$ cat config.mk
export PLATFORM = sky130hd
export DESIGN_NAME = jerky_counter
export DESIGN_NICKNAME = d
export VERILOG_FILES = /design/src/rtl/jerky_counter_pkg.sv /design/src/rtl/jerky_step_decode.sv /design/src/rtl/jerky_counter.sv
export SDC_FILE = /design/constraint.sdc
export NUM_CORES = 1
export LEC_CHECK = 0
export BUFFER_PORTS_ARGS = -buffer_cell sky130_fd_sc_hd__buf_4
export CORE_AREA = 3 3 40 42
export DETAILED_ROUTE_END_ITERATION = 10
export DIE_AREA = 0 0 43 45
export GPL_TIMING_DRIVEN = 0
export PLACE_DENSITY = 0.67
export SLEW_MARGIN = 20
export SYNTH_ARGS = -nofsm -noshare
export SYNTH_HDL_FRONTEND = slang
export SYNTH_SLANG_ARGS = --single-unit
$ cat constraint.sdc
create_clock -name clock -period 2.5 [get_ports clock]
set_input_delay 0.375 -clock clock [delete_from_list [all_inputs] [get_ports clock]]
set_output_delay 0.375 -clock clock [all_outputs]
set_load 0.02 [all_outputs]
$ cat src/rtl/jerky_counter_pkg.sv
`default_nettype none
// ============================================================================
// Module   : jerky_counter_pkg
// Purpose  : Shared constants, state encoding and step values for the
//            jerky_counter pattern generator.
// Contents : COUNT_W, state_t, STEP_* signed step constants.
// Revision : 1.0 - initial release
// ============================================================================
package jerky_counter_pkg;

  localparam int COUNT_W = 8;

  // Five reachable states; encodings 5..7 are unreachable and recover to S_INC1.
  typedef enum logic [2:0] {
    S_INC1  = 3'd0,
    S_INC2  = 3'd1,
    S_STALL = 3'd2,
    S_JUMP  = 3'd3,
    S_BACK  = 3'd4
  } state_t;

  localparam logic signed [COUNT_W-1:0] STEP_INC   = 8'sd1;
  localparam logic signed [COUNT_W-1:0] STEP_STALL = 8'sd0;
  localparam logic signed [COUNT_W-1:0] STEP_JUMP  = 8'sd4;
  localparam logic signed [COUNT_W-1:0] STEP_BACK  = -8'sd2;

endpackage : jerky_counter_pkg
`default_nettype wire

$ cat src/rtl/jerky_step_decode.sv
`default_nettype none
// ============================================================================
// Module   : jerky_step_decode
// Purpose  : Combinational decode of the current FSM state into the signed
//            step to add to the count and the following state.
// Ports    : state      in  state_t            current state
//            step       out signed [COUNT_W-1:0] step for this edge
//            state_next out state_t            state after this edge
// Revision : 1.0 - initial release
// ============================================================================
module jerky_step_decode
  import jerky_counter_pkg::*;
(
  input  state_t                      state,
  output logic signed [COUNT_W-1:0]   step,
  output state_t                      state_next
);

  always_comb begin
    // Defaults also cover the unreachable encodings: hold count, go to S_INC1.
    step       = STEP_STALL;
    state_next = S_INC1;
    case (state)
      S_INC1: begin
        step       = STEP_INC;
        state_next = S_INC2;
      end
      S_INC2: begin
        step       = STEP_INC;
        state_next = S_STALL;
      end
      S_STALL: begin
        step       = STEP_STALL;
        state_next = S_JUMP;
      end
      S_JUMP: begin
        step       = STEP_JUMP;
        state_next = S_BACK;
      end
      S_BACK: begin
        step       = STEP_BACK;
        state_next = S_INC1;
      end
      default: begin
        step       = STEP_STALL;
        state_next = S_INC1;
      end
    endcase
  end

endmodule : jerky_step_decode
`default_nettype wire

$ cat src/rtl/jerky_counter.sv
`default_nettype none
// ============================================================================
// Module   : jerky_counter
// Purpose  : Free-running 8-bit counter advancing +1,+1,0,+4,-2 repeatedly
//            (net +4 every 5 clocks, full period 320 clocks).
// Ports    : clock in  1        rising-edge clock
//            reset in  1        asynchronous active-low reset
//            count out COUNT_W  current count, straight from a register
// Revision : 1.0 - initial release
// ============================================================================
module jerky_counter
  import jerky_counter_pkg::*;
(
  input  logic               clock,
  input  logic               reset,
  output logic [COUNT_W-1:0] count
);

  state_t                     state_q;
  state_t                     state_d;
  logic [COUNT_W-1:0]         count_q;
  logic [COUNT_W-1:0]         count_d;
  logic signed [COUNT_W-1:0]  step;

  jerky_step_decode u_step_decode (
    .state      (state_q),
    .step       (step),
    .state_next (state_d)
  );

  // Two's-complement step added at full width wraps modulo 256 both ways.
  always_comb begin
    count_d = count_q + $unsigned(step);
  end

  always_ff @(posedge clock or negedge reset) begin
    if (!reset) begin
      state_q <= S_INC1;
      count_q <= '0;
    end else begin
      state_q <= state_d;
      count_q <= count_d;
    end
  end

  assign count = count_q;

endmodule : jerky_counter
`default_nettype wire

# [Yosys cells after proc, flatten, opt, wreduce, memory -nomap -nowiden]
# Cells that the tools add are included.
# Widths: inputs -> output; s select.
[classes] n_reduce_logical=2 muxes=2 n_eq_ne=4 addsub=1
[op_table] cell="$pmux 8 s3" n=1
[op_table] cell="$pmux 3 s4" n=1
[op_table] cell="$add 8x8->8" n=1
[op_table] cell="$eq 3x2->1 const B" n=2
[op_table] cell="$eq 3x1->1 const B" n=1
[op_table] cell="$eq 3x3->1 const B" n=1
[op_table] cell="$logic_not 3->1" n=1
[op_table] cell="$reduce_or 2->1" n=1
[totals] input_bits=2 out_inout_bits=8 reg_bits=11

# [Depth between registers and ports, before layout]
# Gate-level depths: netlist (run 1).
[depth] word_depth=4 depth_mapped=8 depth_no_buf=8

# [Hierarchy]
# From an unflattened synthesis (run 1), not the netlist that was laid out.
[hier_totals] cells_unflattened=66 hier_area_um2=691.9
[by_module_without_submodules] module="jerky_counter" seq_area_each_um2=275.3 area_per_inst_um2=606.8 instances=1 cells_each=53
[by_module_without_submodules] module="jerky_step_decode" seq_area_each_um2=0.0 area_per_inst_um2=85.1 instances=1 cells_each=13

# [Least setup slack after synthesis (run 1)]
# OpenSTA, ideal clock, no wires.
[synth_timing] kind="reg2reg" startpoint="reg state_q[1]" endpoint="reg count_q[6] (netlist: count[6])" slack_ns=0.588 stages_incl_launch_ff=9 synth_period_minus_slack_ns=1.912 t_arrival_ns=1.844 setup_ns=0.069 path_buffers=0 path_cell_list="dfrtp_1 nor2_1 nand2_1 o21ai_0 ha_1 nor2b_4 o31a_1 or4_1 nand3_1"
[synth_between] elab_chain_len=4
[synth_rtl] element="start, declared" line="jerky_counter.sv:19" source="state_t state_q;"
[synth_rtl] element="start signal, assigned" line="jerky_counter.sv:41" source="state_q <= state_d;"
[synth_rtl] element="$eq 3x1->1 / $logic_not 3->1 (equally long branches)" line="jerky_step_decode.sv:23" source="case (state)"
[synth_rtl] element="$reduce_or 2->1 (no source line)"
[synth_rtl] element="$pmux 8 s3 (*)" line="jerky_step_decode.sv:23"
[synth_rtl] element="$add 8x8->8 (*)" line="jerky_counter.sv:33" source="count_d = count_q + $unsigned(step);"
[synth_rtl] element="via count_d[6]" line="jerky_counter.sv:22" source="logic [COUNT_W-1:0] count_d;"
[synth_rtl] element="end signal, assigned" line="jerky_counter.sv:42" source="count_q <= count_d;"
[synth_rtl] element="end, declared" line="jerky_counter.sv:21" source="logic [COUNT_W-1:0] count_q;"
# The timed path passes the listed nets; every way through them passes the cells marked *.

# [Final worst setup path (run 1)]
# Same ends and word-level chain as after synthesis.

==> results of run 1 <==
==> Yosys cell counts (2+ instances only) <==
master   count  area share
nand2_1      3       0.018
xnor2_1      5       0.071
nor2_1       6       0.037
ha_1         7        0.14
o21ai_0      2       0.016
dfrtp_1     11        0.45
a21oi_1      5       0.041
inv_1        5       0.030
nand3_1      3       0.024
==> how the worst max path moves through the flow <==
stage,to,cells past startpoint
6_report,count[6],8
5_1_grt,count[6],8
4_1_cts,count[6],8
3_5_place_dp,count[6],8
3_3_place_gp,count[6],8
2_1_floorplan,count[6],8
==> power breakdown <==
part	internal, uW	switching [uW]	total (uW)
sequential	178	0	178
clock	61.9	63.3	125
combinational	2.09	3.57	5.66
total	242	66.8	309
==> metrics by stage <==
| stage | hold WS, ns | instance area (um^2) | cells |
|---|---|---|---|
| after detailed placement | 0.221 | 703 | 83 |
| after global routing | 0.493 | 739 | 88 |
| after floorplan | 0.0794 | 617 | 59 |
| after global placement | 0.218 | 703 | 83 |
| final | 0.471 | 739 | 88 |
| after CTS | 0.463 | 739 | 88 |
==> area by class of cell <==
class	count	area [um^2]
timing repair buffer	10	77.6
tap	15	18.8
clock buffer	4	26.3
inverter	5	18.8
sequential	11	275
fill	108	546
multi-input combinational	43	323
==> kinds of logic after synthesis <==
logic type,count (synthesis),synth area share
buf+inv,5,0.0304
flops,11,0.446
xor+xnor,6,0.0852
simple gates,17,0.146
fa+ha+maj,8,0.174
compound gates,12,0.118
==> repair_timing <==
| action | CTS | global route |
|---|---|---|
| gates resized for setup | 0 | 0 |
| hold buffers | 1 | 0 |
| endpoints found under the hold margin | 11 | 0 |
==> worst max-delay path: cells and delay by family (launching register included) <==
family / cells / cell delay [ns]
flip-flops: 1 / 0.40
AND/OR/NAND/NOR: 5 / 0.87
AO/OA/AOI/OAI: 2 / 0.40
adder cells (fa/ha/maj): 1 / 0.35
==> metal layers <==
layer,share of wire,vias to the layer above,GRT usage
met5,0,-,0
met1,0.44,217,0.167
li1,-,233,-
met2,0.49,11,0.240
met3,0.048,4,0.0239
met4,0.024,0,0.0904
==> flip-flops by register name, indices dropped and copies added, names as in the netlist <==
signal   cells
state_q      3
count        8
==> impl_results.md, run 1 <==
* Status: finished, final reports clean
* Crit path DAT at roughly 2.3 ns
* N_diodes at 0
* Worst path max stage delay at 0.40 ns
* Relative slew slack at 0.870
* Final net count at 84
* Core Rows at 13
* Vias/cell at about 5.3
* GRT Resource Usage Total at 0.141
* Synth Warn # at 0
* Synthesized cell area at roughly 620 um^2
* Critical Setup Path Class: flop to flop
* Syn_area_per_cell at between 10 and 15 um^2
* RSZ-0062 raised after global routing: false
* Clock transition at the registers of the reported paths at 0.07 ns
* Crit. End Element: flop
* TritonCTS Sinks at 11
* Synth Register Bits at 11
* Final Skew at 0.00215 ns
* Tot Pwr at approximately 300 uW
* Distinct cell type count after synthesis at 21
* Initial drt markers at 5
* IO Pins at 10
* Max-cap viol count at 0
* H-tree Lvls at 1
* Post-DP HPWL at a little over 800 um
* Worst-case reg-to-reg path depth at 8
* Post-Syn Nets at 69
* Max Root-Sink Buffers at 2
* R2R Path Start: state_q[1]
* Die Wd at between 40 and 50 um
* Critical-path cell list: nor2_1, nand2_1, o21ai_0, ha_1, nor2b_4, o31a_1, or4_1, nand3_1
* Die ar. at between 1500 and 2000 um^2
* First-pass GRT wire length at 1930 um
* Slew Limit Fails at 0
* Gpl congestion at ~0.7
* Worst setup margin at roughly 0.4 ns
* CTS buffer count at 3
* Largest net degree at the start of global routing at 12
* Clk root buf: clkbuf_4
* Number of global-route vias before repair at about 450
* Setup crit start: state_q[1]
* Min-delay worst type: primary input to asynchronous set/reset pin
* Synth-to-Final Area Change at 19.9%
* Pwr/cell area at approximately 420 nW/um^2
* Via count at ~470
* Port Buf Inserts at 9
* Worst path required time at roughly 2.7 ns
* Setup Fix Bufs, Post-CTS at 0
* Proportion of layout cells with a drive suffix above 1 at 0.178
* Die Ht at 45 um
* Startpoint types: flop
* Pre-antenna DRT Iters at 3
* Final Cycle Share at 0.836
* Core ar. at approximately 1300 um^2
* Asr flop ratio synth at 1.00
* Antenna violations before repair at 0
* Fin crit period at roughly 2.1 ns
* Worst VDD drop at about 0.25 mV
* Top FF cell, synth: dfrtp_1
* R2R Setup Slk at between 0.4 and 0.5 ns
* Commonest non-fill, non-tap cell in the layout: dfrtp_1
* Routed Antenna Nets at 0
* Final Util at 0.575
* Total wire length at 1110 um
* CTS tree: done
* Leakage at 0.000367 uW
* Worst skew pair latency at between 0.2 and 0.3 ns
* Initial Util at 0.480
* Worst-Margin Slew at just under 0.2 ns
* FMAX at approximately 0.48 GHz
* Drc violations at 0
* R2r endpoint: count[6]
* Max FO, Critical Path at 4
* Final Setup Violations at 0
* Wire per inst at about 13 um
* Syn Inst Count at just under 60
* Post-Place Setup Slack at around 0.42 ns
* Seq/Total Area, Yosys at 0.446
* Most frequent cells in the layout: dfrtp_1 (11), buf_4 (9), ha_1 (7)
* Crit-path slowest cell: dfrtp_1
* Grt ovf at 0
* Post-synth EDFFs at 0
* Setup TNS at 0 ns
* Hold Fails Final Rpt at 0
(Power assumes the default switching activity.)
==> inputs of run 2 (changes only) <==
- CORE_AREA: 3 3 40 42 -> unset
- CORE_MARGIN: unset -> 3
- CORE_UTILIZATION: unset -> 47
- DIE_AREA: 0 0 43 45 -> unset
- PLACE_DENSITY: 0.67 -> 0.71
- clock period: 2.5 -> 1.75 ns (I/O delays scaled with it)
==> run 2 against run 1 <==
- the run now ends with setup timing left
- hold slack worse by 0.12 ns
- global-route usage up 2.1 points
- cell count grew 13%
- sequential share of layout area is 5.8 points lower
- critical endpoint unchanged
- sequential power grew 43%
- clock skew is 0.0031 ns higher
- power increased by 42%
- sequential cell count is the same
- combinational power is 47% higher
==> impl_results.md, run 2 (synthesized netlist as in run 1, its figures left out) <==
* Final Non-Filler Cells at 99 (was 88)
* Number of global-route vias before repair at 520 (was 449)
* First-pass GRT wire length at 2180 um (was 1930 um)
* Final Util at 0.748 (was 0.575)
* Pwr/cell area at 500 nW/um^2 (was 417 nW/um^2)
* Min-delay worst type: primary input to asynchronous set/reset pin (unchanged)
* Post-Place Setup Slack at -0.315 ns (was 0.420 ns)
* Final Cycle Share at 1.14 (was 0.836)
* Hold Fails Final Rpt at 0 (unchanged)
* Port Buf Inserts at 9 (unchanged)
* FMAX at 0.503 GHz (was 0.479 GHz)
* Grt ovf at 0 (unchanged)
* Gate power share at 0.019 (was 0.018)
* Startpoint types: flop (unchanged)
* CTS buffer count at 3 (unchanged)
* Clock power frac at 0.402 (was 0.406)
* IO Pins at 10 (unchanged)
* Crit-path slowest cell: dfrtp_1 (unchanged)
* Via count at 538 (was 465)
* Proportion of layout cells with a drive suffix above 1 at 0.447 (was 0.178)
* Wire per inst at 14.6 um (was 12.6 um)
* Multi-input logic area at 362 um^2 (was 323 um^2)
* Max FFs per register at 8 (unchanged)
* Slew Limit Fails at 0 (unchanged)
* Initial drt markers at 2 (was 5)
* Antenna violations before repair at 0 (unchanged)
* FF+latch area at 275 um^2 (unchanged)
* Crit path max-delay family: simple AND/OR/NAND/NOR gates (unchanged)
* R2R Setup Slk at -0.24 ns (was 0.41 ns)
* Worst setup margin at -0.239 ns (was 0.411 ns)
* Worst VDD drop at 0.422 mV (was 0.253 mV)
* Fill cell count at 84 (was 108)
* Clk root buf: clkbuf_4 (unchanged)
* Final net count at 96 (was 84)
* Critical Setup Path Class: flop to flop (unchanged)
* Worst path required time at 1.96 ns (was 2.71 ns)
* RSZ-0062 raised after global routing: true (was false)
* Synth-to-Final Area Change at 42.0% (was 19.9%)
* Failing checks: setup timing
* Internal at 342 uW (was 242 uW)
* Vias/cell at 5.43 (was 5.28)
* CTS tree: done (unchanged)
* Post-DP HPWL at 808 um (was 807 um)
* Net Switching at 96.7 uW (was 66.8 uW)
* Worst path max stage delay at 0.42 ns (was 0.40 ns)
* Max FO, Critical Path at 4 (unchanged)
* TritonCTS Sinks at 11 (unchanged)
* Crit. End Element: flop (unchanged)
* Final Skew at 0.00524 ns (was 0.00215 ns)
* H-tree Lvls at 1 (unchanged)
* Critical-path cell list: nor2_2, nand2_2, o21ai_2, ha_1, nor2b_4, o31a_1, or4_1, nand3_1 (was nor2_1, nand2_1, o21ai_0, ha_1, nor2b_4, o31a_1, or4_1, nand3_1)
* Die Wd at 42.2 um (was 43 um)
* Routed Antenna Nets at 0 (unchanged)
* Commonest non-fill, non-tap cell in the layout: buf_4 (was dfrtp_1)
* Most frequent cells in the layout: buf_4 (19), dfrtp_1 (11), ha_1 (6) (was dfrtp_1 (11), buf_4 (9), ha_1 (7))
* Setup TNS at -0.370 ns (was 0 ns)
* Crit path DAT at 2.20 ns (was 2.30 ns)
* Sequential share of power at 0.579 (was 0.576)
* Status: finished with violations (was finished, final reports clean)
* Drc violations at 0 (unchanged)
* Core Rows at 12 (was 13)
* Worst skew pair latency at 0.27 ns (about the same)
* Relative slew slack at 0.858 (was 0.870)
* Die Ht at 42.2 um (was 45 um)
* Gpl congestion at 0.719 (was 0.699)
* Worst-Margin Slew at 0.213 ns (was 0.192 ns)
* Net Sw Frac at 0.221 (was 0.217)
* N_diodes at 0 (unchanged)
* Max Root-Sink Buffers at 2 (unchanged)
* Total wire length at 1450 um (was 1110 um)
* Largest net degree at the start of global routing at 12 (unchanged)
* Initial Util at 0.527 (was 0.480)
* Pre-antenna DRT Iters at 4 (was 3)
* Placed instance count at 82 (was 83)
* Max-cap viol count at 0 (unchanged)
* Buf/Inv on CP at 0 (unchanged)
* Core ar. at 1170 um^2 (was 1280 um^2)
* Clock transition at the registers of the reported paths at 0.08 ns (was 0.07 ns)
* Final Setup Violations at 5 (was 0)
* Leakage at 0.000433 uW (was 0.000367 uW)
* Fin crit period at 1.99 ns (was 2.09 ns)
* GRT Resource Usage Total at 0.163 (was 0.141)
* Die ar. at 1780 um^2 (was 1940 um^2)
## run 2: cell count changes in the layout (fill, tap and decap cells not counted), sizes merged
cell,before,now
buf,9,21
clkinv,0,1
clkbuf,4,3
## run 2: path summary, 6_finish.rpt
| check | from | to | depth (start not counted) |
|---|---|---|---|
| setup / recovery | state_q[1] | count[6] | 8 |
| hold / removal | reset | state_q[0] | 2 |
| setup reg to reg | state_q[1] | count[6] | 8 |
| hold reg to reg | count[0] | count[0] | 1 |
| max in group asynchronous | reset | count[3] | 2 |
| min in group clock | count[0] | count[0] | 1 |
## run 2: cell type report
| type | instances | area share |
|---|---|---|
| multi-input cells | 43 | 0.413 |
| flip-flops and latches | 11 | 0.314 |
| repair buffers | 22 | 0.200 |
| clock buffers | 3 | 0.0257 |
| inverters | 5 | 0.0214 |
| well taps | 14 | 0.0200 |
| clock inverters | 1 | 0.00571 |
## run 2: power groups by stage
stage | clock network (uW) | registers (uW) | logic [uW]
floorplan | 0 | 259 | 0.000169
global placement | 0 | 259 | 6.70
detailed placement | 0 | 259 | 6.79
CTS | 180 | 254 | 8.56
global route | 191 | 254 | 9.44
finish | 176 | 254 | 8.30
## run 2: through the flow
| stage | hold slack [ns] | instance area [um^2] | total power, uW |
|---|---|---|---|
| after global placement | 0.104 | 702 | 266 |
| final | 0.355 | 876 | 438 |
| after floorplan | -0.0331 | 617 | 259 |
| after CTS | 0.353 | 808 | 442 |
| after global routing | 0.368 | 876 | 455 |
| after detailed placement | 0.105 | 702 | 266 |
## run 2: what timing repair did
action / in CTS / in global routing
buffers inserted: 8 / 5
gates resized for setup: 4 / 11
hold buffers: 1 / 0
hold endpoints to repair: 11 / 0
pin swaps: 3 / 4
setup endpoints to repair: 3 / 5
## run 2: layer usage
metal / global-route usage / wire (um)
met1: 0.191 / 600
met2: 0.277 / 743
met3: 0.0258 / 54
met4: 0.0932 / 49
met5: 0 / 0
==> inputs of run 3 (changes only) <==
- ABC_AREA: unset -> 1
- CORE_UTILIZATION: 47 -> 48
- PLACE_DENSITY: 0.71 -> 0.72
==> run 3 against run 2 <==
- the flow now finishes without violations
- global-route usage is 1.9 points lower
- die area is 5.2% higher
- sequential cell count stayed put
- wire length is 8.3% lower
- hold slack better by 0.011 ns
- largest cell class unchanged
- highest routed layer unchanged
==> impl_results.md, run 3 <==
* Status: finished, final reports clean (was finished with violations)
* Tot Pwr at 440 uW (was 438 uW)
* Asr flop ratio synth at 1.00 (unchanged)
* Hold Fails Final Rpt at 0 (unchanged)
* Core Rows at 12 (unchanged)
* Gpl congestion at 0.719 (about the same)
* Worst-Margin Slew at 0.156 ns (was 0.213 ns)
* Synth top cells by count: nand2_1 (23), inv_1 (13), dfrtp_1 (11), ha_1 (7) (was dfrtp_1 (11), ha_1 (7), nor2_1 (6))
* Die Ht at 43.3 um (was 42.2 um)
* Max-cap viol count at 0 (unchanged)
* Drc violations at 0 (unchanged)
* Final Setup Violations at 0 (was 5)
* Crit-path slowest cell: dfrtp_1 (unchanged)
* Count leader, synth: nand2_1 (was dfrtp_1)
* Startpoint types: flop (unchanged)
* Max Root-Sink Buffers at 2 (unchanged)
* Crit path max-delay family: simple AND/OR/NAND/NOR gates (unchanged)
* Antenna violations before repair at 0 (unchanged)
* Pwr/cell area at 499 nW/um^2 (was 500 nW/um^2)
* Worst setup margin at 0.0224 ns (was -0.239 ns)
* Synth top area share at 0.412 (was 0.446)
* N_diodes at 0 (unchanged)
* Setup TNS at 0 ns (was -0.370 ns)
* Top FF cell, synth: dfrtp_1 (unchanged)
* Max FFs per register at 8 (unchanged)
* Routed Antenna Nets at 0 (unchanged)
* Critical Setup Path Class: flop to flop (unchanged)
* Post-DP HPWL at 922 um (was 808 um)
* Synth Register Bits at 11 (unchanged)
* Worst path max stage delay at 0.41 ns (was 0.42 ns)
* H-tree Lvls at 1 (unchanged)
* Syn Inst Count at 82 (was 59)
* Final Util at 0.733 (was 0.748)
* Commonest non-fill, non-tap cell in the layout: nand2_1 (was buf_4)
* Net Switching at 94.7 uW (was 96.7 uW)
* FMAX at 0.579 GHz (was 0.503 GHz)
* Crit path DAT at 1.89 ns (was 2.20 ns)
* Initial Util at 0.556 (was 0.527)
* Leakage at 0.000459 uW (was 0.000433 uW)
* Area contributors post-synth: dfrtp_1 (41%), ha_1 (13%), nand2_1 (13%) (was dfrtp_1 (45%), ha_1 (14%), xnor2_1 (7.1%))
* Critical-path cell list: nor2_2, nand2_2, o21ai_2, ha_1, or2_4, nand3b_1, nand2_1, nand2_1, nand2_1 (was nor2_2, nand2_2, o21ai_2, ha_1, nor2b_4, o31a_1, or4_1, nand3_1)
* Fin crit period at 1.73 ns (was 1.99 ns)
* Area after DPL at 753 um^2 (was 702 um^2)
* Number of global-route vias before repair at 494 (was 520)
* RSZ-0062 raised after global routing: true (unchanged)
* Post-synth EDFFs at 0 (unchanged)
* Net Sw Frac at 0.215 (was 0.221)
* Cell taking the most area after synthesis: dfrtp_1 (unchanged)
* Slew Limit Fails at 0 (unchanged)
* R2R Setup Slk at 0.02 ns (was -0.24 ns)
* Pre-antenna DRT Iters at 4 (unchanged)
* Gate power share at 0.019 (about the same)
* Wire per inst at 11.8 um (was 14.6 um)
* Post-Syn Nets at 92 (was 69)
* First-pass GRT wire length at 1990 um (was 2180 um)
* Top cell by count, worst path: nand2_1
* Relative slew slack at 0.896 (was 0.858)
* Crit. End Element: flop (unchanged)
* Most frequent cells in the layout: nand2_1 (22), inv_1 (12), buf_4 (12) (was buf_4 (19), dfrtp_1 (11), ha_1 (6))
* CTS buffer count at 3 (unchanged)
* Buf/Inv on CP at 0 (unchanged)
* Seq/Total Area, Yosys at 0.412 (was 0.446)
* Max FO, Critical Path at 4 (unchanged)
* Die Wd at 43.3 um (was 42.2 um)
* Final Skew at 0.00396 ns (was 0.00524 ns)
* Distinct cell type count after synthesis at 16 (was 21)
* Final net count at 110 (was 96)
* IO Pins at 10 (unchanged)
* Grt ovf at 0 (unchanged)
* Min-delay worst type: primary input to asynchronous set/reset pin (unchanged)
* Clock transition at the registers of the reported paths at 0.07 ns (was 0.08 ns)
* Clock power frac at 0.404 (was 0.402)
* Largest net degree at the start of global routing at 12 (unchanged)
* Synthesized cell area at 668 um^2 (was 617 um^2)
* Cell area after layout at 881 um^2 (was 876 um^2)
* Port Buf Inserts at 9 (unchanged)
* Post-Place Setup Slack at -0.0127 ns (was -0.315 ns)
* Proportion of layout cells with a drive suffix above 1 at 0.323 (was 0.447)
* Synth Warn # at 0 (unchanged)
* GRT Resource Usage Total at 0.144 (was 0.163)
* Worst skew pair latency at 0.27 ns (about the same)
* Sequential share of power at 0.577 (was 0.579)
* Worst path required time at 1.91 ns (was 1.96 ns)
* TritonCTS Sinks at 11 (unchanged)
* Clk root buf: clkbuf_4 (unchanged)
* Fill cell count at 86 (was 84)
* Die ar. at 1880 um^2 (was 1780 um^2)
* Via count at 566 (was 538)
* Internal at 345 uW (was 342 uW)
* Syn_area_per_cell at 8.15 um^2 (was 10.5 um^2)
* CTS tree: done (unchanged)
* Vias/cell at 5.01 (was 5.43)
* Core ar. at 1200 um^2 (was 1170 um^2)
* Final Cycle Share at 0.987 (was 1.14)
* Synth-to-Final Area Change at 31.8% (was 42.0%)
* Initial drt markers at 6 (was 2)
* Worst VDD drop at 0.541 mV (was 0.422 mV)
* Total wire length at 1330 um (was 1450 um)
## run 3: cell types whose count changed in the layout (fill, tap and decap cells not counted), sizes merged, moves of 2 or more
| cell | delta |
|---|---|
| inv | +8 |
| a21oi | -3 |
| buf | -9 |
| or2 | +2 |
| nand2 | +23 |
| xnor2 | -2 |
| nand3 | +3 |
## run 3: worst reg2reg max path, cell delays in order, from the launching register on
cell      delay [ns]
dfrtp_1         0.41
nor2_2          0.17
nand2_2         0.14
o21ai_2         0.08
ha_1            0.26
or2_4           0.28
nand3b_1        0.12
nand2_1         0.06
nand2_1         0.06
nand2_1         0.04
## run 3: worst paths after layout
kind / start / endpoint / cells past startpoint
min in group clock: state_q[0] / state_q[0] / 1
max reg2reg: state_q[0] / count[5] / 9
max: state_q[0] / count[5] / 9
max in group asynchronous: reset / state_q[2] / 2
min reg2reg: state_q[0] / state_q[0] / 1
min: reset / count[1] / 2
## run 3: per-stage QoR
step	hold slack (ns)	instances
finish	0.367	113
global placement	0.106	105
floorplan	-0.0331	82
global route	0.372	113
CTS	0.368	110
detailed placement	0.106	105
## run 3: routing by layer
metal	wire length (um)	vias to the layer above	track usage
li1	-	286	-
met1	589	264	0.166
met2	640	12	0.233
met3	64	4	0.0508
met4	34	0	0.0723
met5	0	-	0
## run 3: cell families after synthesis
group	after synthesis	synth area share
simple gates	43	0.287
flops	11	0.412
buf+inv	14	0.0787
xor+xnor	3	0.0393
fa+ha+maj	8	0.161
compound gates	3	0.0225
## run 3: area by class of cell
cell class / instances / area (um^2) / area share
timing repair buffer: 13 / 100 / 0.114
inverter: 14 / 55.1 / 0.0625
tap: 14 / 17.5 / 0.0199
multi-input combinational: 57 / 405 / 0.460
sequential: 11 / 277 / 0.314
clock buffer: 4 / 26.3 / 0.0298
## run 3: repair_timing
item,CTS,global route
resized for setup,1,14
hold endpoints to repair,11,0
hold buffers,1,0
endpoints found under the setup margin,2,4
pin swaps,0,7
setup buffers,0,3
## run 3: power groups by stage
stage               sequential (uW)  combinational, uW  clock, uW
global route                    254               9.43        200
CTS                             254               8.70        180
detailed placement              259               6.86          0
floorplan                       259           0.000242          0
global placement                259               6.82          0
finish                          254               8.25        178
